<file path="config.mk">
export PLATFORM = sky130hd
export DESIGN_NAME = mips_mc_control_flat
export DESIGN_NICKNAME = d
export VERILOG_FILES = /design/src/rtl/mips_ctrl_pkg.sv /design/src/rtl/mips_mc_control_if.sv /design/src/rtl/mips_ctrl_decode.sv /design/src/rtl/mips_mc_control.sv /design/src/flat_wrapper.sv
export SDC_FILE = /design/constraint.sdc
export NUM_CORES = 1
export LEC_CHECK = 0
export ABC_AREA = 1
export BUFFER_PORTS_ARGS = -buffer_cell sky130_fd_sc_hd__buf_2
export CAP_MARGIN = 20
export CORE_MARGIN = 8
export CORE_UTILIZATION = 57
export CTS_CLUSTER_DIAMETER = 40
export CTS_CLUSTER_SIZE = 30
export DETAILED_ROUTE_END_ITERATION = 6
export GPL_TIMING_DRIVEN = 0
export PLACE_DENSITY = 0.82
export SLEW_MARGIN = 0
export SYNTH_ARGS = -nofsm -noshare
export SYNTH_HDL_FRONTEND = slang
export SYNTH_HIERARCHICAL = 1
export SYNTH_SLANG_ARGS = --single-unit
</file>
<file path="constraint.sdc">
create_clock -name clk -period 4.7 [get_ports clk]
set_clock_uncertainty 0.15 [all_clocks]
set_input_delay 0.235 -clock clk [delete_from_list [all_inputs] [get_ports clk]]
set_output_delay 0.235 -clock clk [all_outputs]
set_load 0.02 [all_outputs]
</file>
<file path="src/rtl/mips_ctrl_pkg.sv">
// Shared opcodes, ALUOp codes, FSM state encoding and control-strobe bundle for the
// multi-cycle MIPS controller. JUMP_EN adds the JUMP state and the j opcode.
package mips_ctrl_pkg;

   localparam logic [5:0] OP_RTYPE = 6'b000000;
   localparam logic [5:0] OP_LW    = 6'b100011;
   localparam logic [5:0] OP_SW    = 6'b101011;
   localparam logic [5:0] OP_BEQ   = 6'b000100;
   localparam logic [5:0] OP_ADDI  = 6'b001000;
   localparam logic [5:0] OP_J     = 6'b000010;

   localparam logic [1:0] ALUOP_ADD   = 2'b00;
   localparam logic [1:0] ALUOP_SUB   = 2'b01;
   localparam logic [1:0] ALUOP_FUNCT = 2'b10;

   typedef enum logic [3:0] {
      S_FETCH  = 4'd0,
      S_DECODE = 4'd1,
      S_EXEC   = 4'd2,
      S_MEM_RD = 4'd3,
      S_MEM_WR = 4'd4,
      S_WB_ALU = 4'd5,
      S_WB_MEM = 4'd6,
`ifdef JUMP_EN
      S_BRANCH = 4'd7,
      S_JUMP   = 4'd8
`else
      S_BRANCH = 4'd7
`endif
   } state_t;

   typedef struct packed {
      logic       ir_write;
      logic       pc_write;
      logic       reg_dst;
      logic       alu_src;
      logic       mem_to_reg;
      logic       reg_write;
      logic       mem_read;
      logic       mem_write;
      logic       branch;
      logic [1:0] alu_op;
      logic       jump;
      logic       retire;
   } ctrl_t;

   // State that follows DECODE; S_FETCH means the opcode is unsupported.
   function automatic state_t decode_next(input logic [5:0] op);
      case (op)
         OP_RTYPE, OP_LW, OP_SW, OP_ADDI: return S_EXEC;
         OP_BEQ:                          return S_BRANCH;
`ifdef JUMP_EN
         OP_J:                            return S_JUMP;
`endif
         default:                         return S_FETCH;
      endcase
   endfunction

endpackage

</file>
<file path="src/rtl/mips_mc_control_if.sv">
// Controller <-> datapath bundle: opcode, run enable, memory handshake in; strobes,
// retire pulse, sticky illegal flag and retired-instruction count out.
interface mips_mc_control_if #(parameter int COUNT_W = 32);
   logic               en;
   logic [5:0]         OpCode;
   logic               mem_ready;
   logic               RegDst;
   logic               AluSrc;
   logic               MemtoReg;
   logic               RegWrite;
   logic               MemRead;
   logic               MemWrite;
   logic               Branch;
   logic [1:0]         ALUOp;
   logic               PCWrite;
   logic               IRWrite;
   logic               Jump;
   logic               retire;
   logic               illegal;
   logic [COUNT_W-1:0] instr_count;

   modport master (
      input  en, OpCode, mem_ready,
      output RegDst, AluSrc, MemtoReg, RegWrite, MemRead, MemWrite, Branch, ALUOp,
             PCWrite, IRWrite, Jump, retire, illegal, instr_count
   );

   modport slave (
      output en, OpCode, mem_ready,
      input  RegDst, AluSrc, MemtoReg, RegWrite, MemRead, MemWrite, Branch, ALUOp,
             PCWrite, IRWrite, Jump, retire, illegal, instr_count
   );
endinterface

</file>
<file path="src/rtl/mips_ctrl_decode.sv">
// Combinational strobe decode from (state, op_q); en and mem_ready only qualify the
// FETCH and MEM_WR strobes.
module mips_ctrl_decode
   import mips_ctrl_pkg::*;
(
   input  state_t     state,
   input  logic [5:0] op_q,
   input  logic       en,
   input  logic       mem_ready,
   output ctrl_t      ctrl
);

   always_comb begin
      // NOTE: default every field first so no path through the case leaves a latch.
      ctrl = '0;
      unique case (state)
         S_FETCH: begin
            ctrl.ir_write = en;
            ctrl.pc_write = en;
         end
         S_DECODE: ;
         S_EXEC: begin
            ctrl.alu_src = (op_q != OP_RTYPE);
            ctrl.alu_op  = (op_q == OP_RTYPE) ? ALUOP_FUNCT : ALUOP_ADD;
         end
         S_MEM_RD: begin
            ctrl.mem_read = 1'b1;
            ctrl.alu_src  = 1'b1;
            ctrl.alu_op   = ALUOP_ADD;
         end
         S_MEM_WR: begin
            ctrl.mem_write = 1'b1;
            ctrl.alu_src   = 1'b1;
            ctrl.alu_op    = ALUOP_ADD;
            ctrl.retire    = mem_ready;
         end
         S_WB_ALU: begin
            ctrl.reg_write = 1'b1;
            ctrl.reg_dst   = (op_q == OP_RTYPE);
            ctrl.retire    = 1'b1;
         end
         S_WB_MEM: begin
            ctrl.reg_write  = 1'b1;
            ctrl.mem_to_reg = 1'b1;
            ctrl.retire     = 1'b1;
         end
         S_BRANCH: begin
            ctrl.branch = 1'b1;
            ctrl.alu_op = ALUOP_SUB;
            ctrl.retire = 1'b1;
         end
`ifdef JUMP_EN
         S_JUMP: begin
            ctrl.jump     = 1'b1;
            ctrl.pc_write = 1'b1;
            ctrl.retire   = 1'b1;
         end
`endif
         default: ;
      endcase
   end

endmodule

</file>
<file path="src/rtl/mips_mc_control.sv">
// Multi-cycle MIPS main controller: state register, latched opcode, sticky illegal flag,
// retired-instruction counter and reset gating of all outputs. Optional macro: JUMP_EN.
module mips_mc_control
   import mips_ctrl_pkg::*;
#(
   parameter int COUNT_W = 32
) (
   input logic                clk,
   input logic                reset,
   mips_mc_control_if.master  bus
);

   state_t             state;
   logic [5:0]         op_q;
   logic               illegal_q;
   logic [COUNT_W-1:0] count_q;
   ctrl_t              ctrl;

   mips_ctrl_decode u_decode (
      .state     (state),
      .op_q      (op_q),
      .en        (bus.en),
      .mem_ready (bus.mem_ready),
      .ctrl      (ctrl)
   );

   // NOTE: state is updated with non-blocking assignments so every branch sees pre-edge values.
   always_ff @(posedge clk) begin
      if (!reset) begin
         state     <= S_FETCH;
         op_q      <= '0;
         illegal_q <= 1'b0;
         count_q   <= '0;
      end else begin
         if (ctrl.retire) count_q <= count_q + COUNT_W'(1);
         unique case (state)
            S_FETCH:  if (bus.en) state <= S_DECODE;
            S_DECODE: begin
               op_q  <= bus.OpCode;
               state <= decode_next(bus.OpCode);
               if (decode_next(bus.OpCode) == S_FETCH) illegal_q <= 1'b1;
            end
            S_EXEC: begin
               case (op_q)
                  OP_LW:   state <= S_MEM_RD;
                  OP_SW:   state <= S_MEM_WR;
                  default: state <= S_WB_ALU;
               endcase
            end
            S_MEM_RD: if (bus.mem_ready) state <= S_WB_MEM;
            S_MEM_WR: if (bus.mem_ready) state <= S_FETCH;
            default:  state <= S_FETCH;
         endcase
      end
   end

   // Reset is synchronous, so the outputs are gated while it is held low.
   assign bus.IRWrite     = reset & ctrl.ir_write;
   assign bus.PCWrite     = reset & ctrl.pc_write;
   assign bus.RegDst      = reset & ctrl.reg_dst;
   assign bus.AluSrc      = reset & ctrl.alu_src;
   assign bus.MemtoReg    = reset & ctrl.mem_to_reg;
   assign bus.RegWrite    = reset & ctrl.reg_write;
   assign bus.MemRead     = reset & ctrl.mem_read;
   assign bus.MemWrite    = reset & ctrl.mem_write;
   assign bus.Branch      = reset & ctrl.branch;
   assign bus.ALUOp       = reset ? ctrl.alu_op : 2'b00;
   assign bus.Jump        = reset & ctrl.jump;
   assign bus.retire      = reset & ctrl.retire;
   assign bus.illegal     = reset & illegal_q;
   assign bus.instr_count = reset ? count_q : '0;

endmodule
</file>
<file path="src/flat_wrapper.sv">
// flat-port wrapper written by rule: the top's interface ports become plain ports
module mips_mc_control_flat import mips_ctrl_pkg::*;
#(
   parameter int COUNT_W = 32
)
  (clk, reset, bus_en, bus_OpCode, bus_mem_ready, bus_RegDst, bus_AluSrc, bus_MemtoReg, bus_RegWrite, bus_MemRead, bus_MemWrite, bus_Branch, bus_ALUOp, bus_PCWrite, bus_IRWrite, bus_Jump, bus_retire, bus_illegal, bus_instr_count);
  mips_mc_control_if #(.COUNT_W(COUNT_W)) bus_i ();
  input logic clk;
  input logic reset;
  input wire logic [$bits(bus_i.en)-1:0] bus_en;
  input wire logic [$bits(bus_i.OpCode)-1:0] bus_OpCode;
  input wire logic [$bits(bus_i.mem_ready)-1:0] bus_mem_ready;
  output wire logic [$bits(bus_i.RegDst)-1:0] bus_RegDst;
  output wire logic [$bits(bus_i.AluSrc)-1:0] bus_AluSrc;
  output wire logic [$bits(bus_i.MemtoReg)-1:0] bus_MemtoReg;
  output wire logic [$bits(bus_i.RegWrite)-1:0] bus_RegWrite;
  output wire logic [$bits(bus_i.MemRead)-1:0] bus_MemRead;
  output wire logic [$bits(bus_i.MemWrite)-1:0] bus_MemWrite;
  output wire logic [$bits(bus_i.Branch)-1:0] bus_Branch;
  output wire logic [$bits(bus_i.ALUOp)-1:0] bus_ALUOp;
  output wire logic [$bits(bus_i.PCWrite)-1:0] bus_PCWrite;
  output wire logic [$bits(bus_i.IRWrite)-1:0] bus_IRWrite;
  output wire logic [$bits(bus_i.Jump)-1:0] bus_Jump;
  output wire logic [$bits(bus_i.retire)-1:0] bus_retire;
  output wire logic [$bits(bus_i.illegal)-1:0] bus_illegal;
  output wire logic [$bits(bus_i.instr_count)-1:0] bus_instr_count;
  assign bus_i.en = bus_en;
  assign bus_i.OpCode = bus_OpCode;
  assign bus_i.mem_ready = bus_mem_ready;
  assign bus_RegDst = bus_i.RegDst;
  assign bus_AluSrc = bus_i.AluSrc;
  assign bus_MemtoReg = bus_i.MemtoReg;
  assign bus_RegWrite = bus_i.RegWrite;
  assign bus_MemRead = bus_i.MemRead;
  assign bus_MemWrite = bus_i.MemWrite;
  assign bus_Branch = bus_i.Branch;
  assign bus_ALUOp = bus_i.ALUOp;
  assign bus_PCWrite = bus_i.PCWrite;
  assign bus_IRWrite = bus_i.IRWrite;
  assign bus_Jump = bus_i.Jump;
  assign bus_retire = bus_i.retire;
  assign bus_illegal = bus_i.illegal;
  assign bus_instr_count = bus_i.instr_count;
  mips_mc_control #(.COUNT_W(COUNT_W)) u_core (.clk(clk), .reset(reset), .bus(bus_i));
endmodule
</file>
==> metrics.csv <==
metric,value,unit
die_h,86.9,um
syn_avg_cell_area,5.89,um^2
async_flop_share,0,
core,4790,um^2
critical_path_buf_inv_count,4,
antenna_found_initial,0,
path_delay_family,buffers and inverters,
hold_viol,0,
tns,0,ps
synth_nets,497,
grt_first_pass_wirelength,12.0,mm
die_w,86.9,um
clk_pin_slew,80,ps
firstDrtPassIters,5,
cts-root-buf,clkbuf_8,
post_drt_wl_per_cell,11.4,um
first_global_vias,2759,
period_share,0.493,
r2r-start,u_core/state[1]$_SDFFE_PN0P_,
ys_warn_count,6,
stdcell_count,615,
numPortBuffers,54,
reg2regPathDepth,13,
crit_type,register to output pin,
syn_inst,486,
rsz0062_at_grt,false,
ys_seq_area_frac,0.294,
track_usage,0.194,
grt-ovfl-total,0,
power_density,204,nW/um^2
design.die.area,7550,um^2
crit_chain,"inv_1, nand2_2, nor2_1, nor2_1, buf_6, nand2_1, inv_1, buf_2",
min_path_type,input pin to register,
hpwl,5.50,mm
critPathArrivalTime,1930,ps
cts_tree,done,
nFillCells,439,
drv_cap,0,
ant_nets,0,
synth_edf_count,0,
hold_path_end,u_core/op_q[0]$_SDFFE_PN0P_,
fmax,431,MHz
routed_wl,7.02,mm
p_leak,0.00186,uW
via_per_inst,4.98,
drc,0,
synth_cell_types,36,
worstReg2RegEnd,u_core/count_q[28]$_SDFFE_PN0P_,
setup_viol_count_final,0,
final_cell_mix,"131 x nand2_1, 95 x inv_1, 66 x nor2_1",
clk_latency,300,ps
drive_above_1_share,0.197,
synthesis.area,2860,um^2
std_cell_rows,25,
grt_max_degree,13,
required,4320,ps
hp-start,bus_OpCode[0],
post-cts-setup-buffers,0,
hold_buffers,0,
post-route-min-period,2320,ps
crit_fanout,10,
final_common_cell,nand2_1,
slew_violations,0,
nNetsFinal,558,
r2r_slack,2460,ps
dp.cells,607,
relSlewSlack,0.613,
run_status,"complete, no violations",
antenna_cells,0,
vias,3064,
cts_buffer_depth,2,
crit_path_end_kind,output pin,
ys.flop_type,dfxtp_1,
io_pins,56,
place_congestion,0.851,
syn2layout_area_growth,15.6,%
yosys_register_bits,42,
critPathSlowestCell,dfxtp_1,
worstHoldPathCells,3,
cp_slowest_stage_delay,510,ps
clock-sinks,42,
setup.worst_path.start_class,register,
max-vdd-ir-drop,156,uV
numCtsBuffers,5,
htree_levels,2,
start_util,0.598,
worstMarginPinSlew,580,ps
first_iter_violations,265,
postCtsResizedCells,0,
==> cell type report <==
type	count	area, um^2	area share
inverter	103	387	0.117
buffer	12	65.1	0.0197
multi-input combinational	329	1570	0.475
tap	67	83.8	0.0253
clock inverter	1	5.00	0.00151
timing repair buffer	54	270	0.0817
sequential	42	841	0.254
clock buffer	7	86.3	0.0261
==> routing by layer <==
| layer | share of wire | vias to the layer above | GRT usage |
|---|---|---|---|
| met5 | 0 | - | 0 |
| met4 | 0.0093 | 0 | 0.0532 |
| met3 | 0.067 | 10 | 0.0387 |
| met2 | 0.48 | 100 | 0.336 |
| met1 | 0.44 | 1370 | 0.235 |
| li1 | - | 1584 | - |
==> sequential cells by signal (all words and copies together) (netlist names) <==
register / count
u_core/count_q: 32
u_core/op_q: 6
u_core/state: 3
u_core/illegal_q: 1
==> Yosys cell counts, types with 2 or more instances <==
cell type	count	area, um^2
a21oi_1	23	115
nand3_2	2	20.0
clkbuf_1	6	22.5
nand3_1	30	150
buf_4	3	22.5
nand4_1	8	50.1
nor3_1	8	40.0
inv_2	7	26.3
dfxtp_1	42	841
nor2_4	5	56.3
nor2_1	66	248
nor2_2	14	87.6
o21a_1	2	15.0
nand2_1	131	492
nand2_2	8	50.1
inv_1	95	357
o21ai_0	13	65.1
nand3b_1	4	30.0
conb_1	2	7.51
==> worst max-delay path by stage <==
stage | start | endpoint | cells after the start
floorplan | u_core/state[1]$_SDFFE_PN0P_ | u_core/count_q[28]$_SDFFE_PN0P_ | 12
global placement | u_core/state[1]$_SDFFE_PN0P_ | u_core/count_q[28]$_SDFFE_PN0P_ | 12
detailed placement | u_core/state[1]$_SDFFE_PN0P_ | u_core/count_q[28]$_SDFFE_PN0P_ | 12
CTS | u_core/state[1]$_SDFFE_PN0P_ | bus_retire | 8
global route | u_core/state[1]$_SDFFE_PN0P_ | bus_retire | 8
finish | u_core/state[1]$_SDFFE_PN0P_ | bus_retire | 8
==> per-stage QoR <==
| step | setup slack [ps] | instance area [um^2] | utilization | hold slack [ps] | power, uW |
|---|---|---|---|---|---|
| 2_1_floorplan | 2810 | 2860 | - | 220 | 418 |
| 3_3_place_gp | 2560 | 3220 | 0.672 | 277 | 435 |
| 3_5_place_dp | 2510 | 3220 | 0.672 | 292 | 437 |
| 4_1_cts | 2400 | 3310 | 0.691 | 47.7 | 676 |
| 5_1_grt | 2240 | 3310 | 0.691 | 51.8 | 703 |
| 6_report | 2380 | 3310 | 0.691 | 57.4 | 674 |
==> report_power, final <==
group	internal [uW]	switching, uW	leakage (uW)
logic	19.2	41.9	0.00147
registers	363	6.03	0.000340
clock network	119	126	0.0000482
==> cell families (layout without fill, tap and decap cells) <==
kind of cell / after synthesis / after routing / synth area share
AND/OR/NAND/NOR: 284 / 284 / 0.463
buffers and inverters: 115 / 177 / 0.158
flip-flops: 42 / 42 / 0.294
AO/OA/AOI/OAI: 41 / 41 / 0.0752
other: 2 / 2 / 0.00262
adder cells (fa/ha/maj): 1 / 1 / 0.00437
XOR/XNOR: 1 / 1 / 0.00306
==> tightest hold or removal path: stages <==
cell	delay [ps]
buf_2	100
nor2_1	50
nor2_1	80
Note: power is estimated with default switching activity, not from simulation.
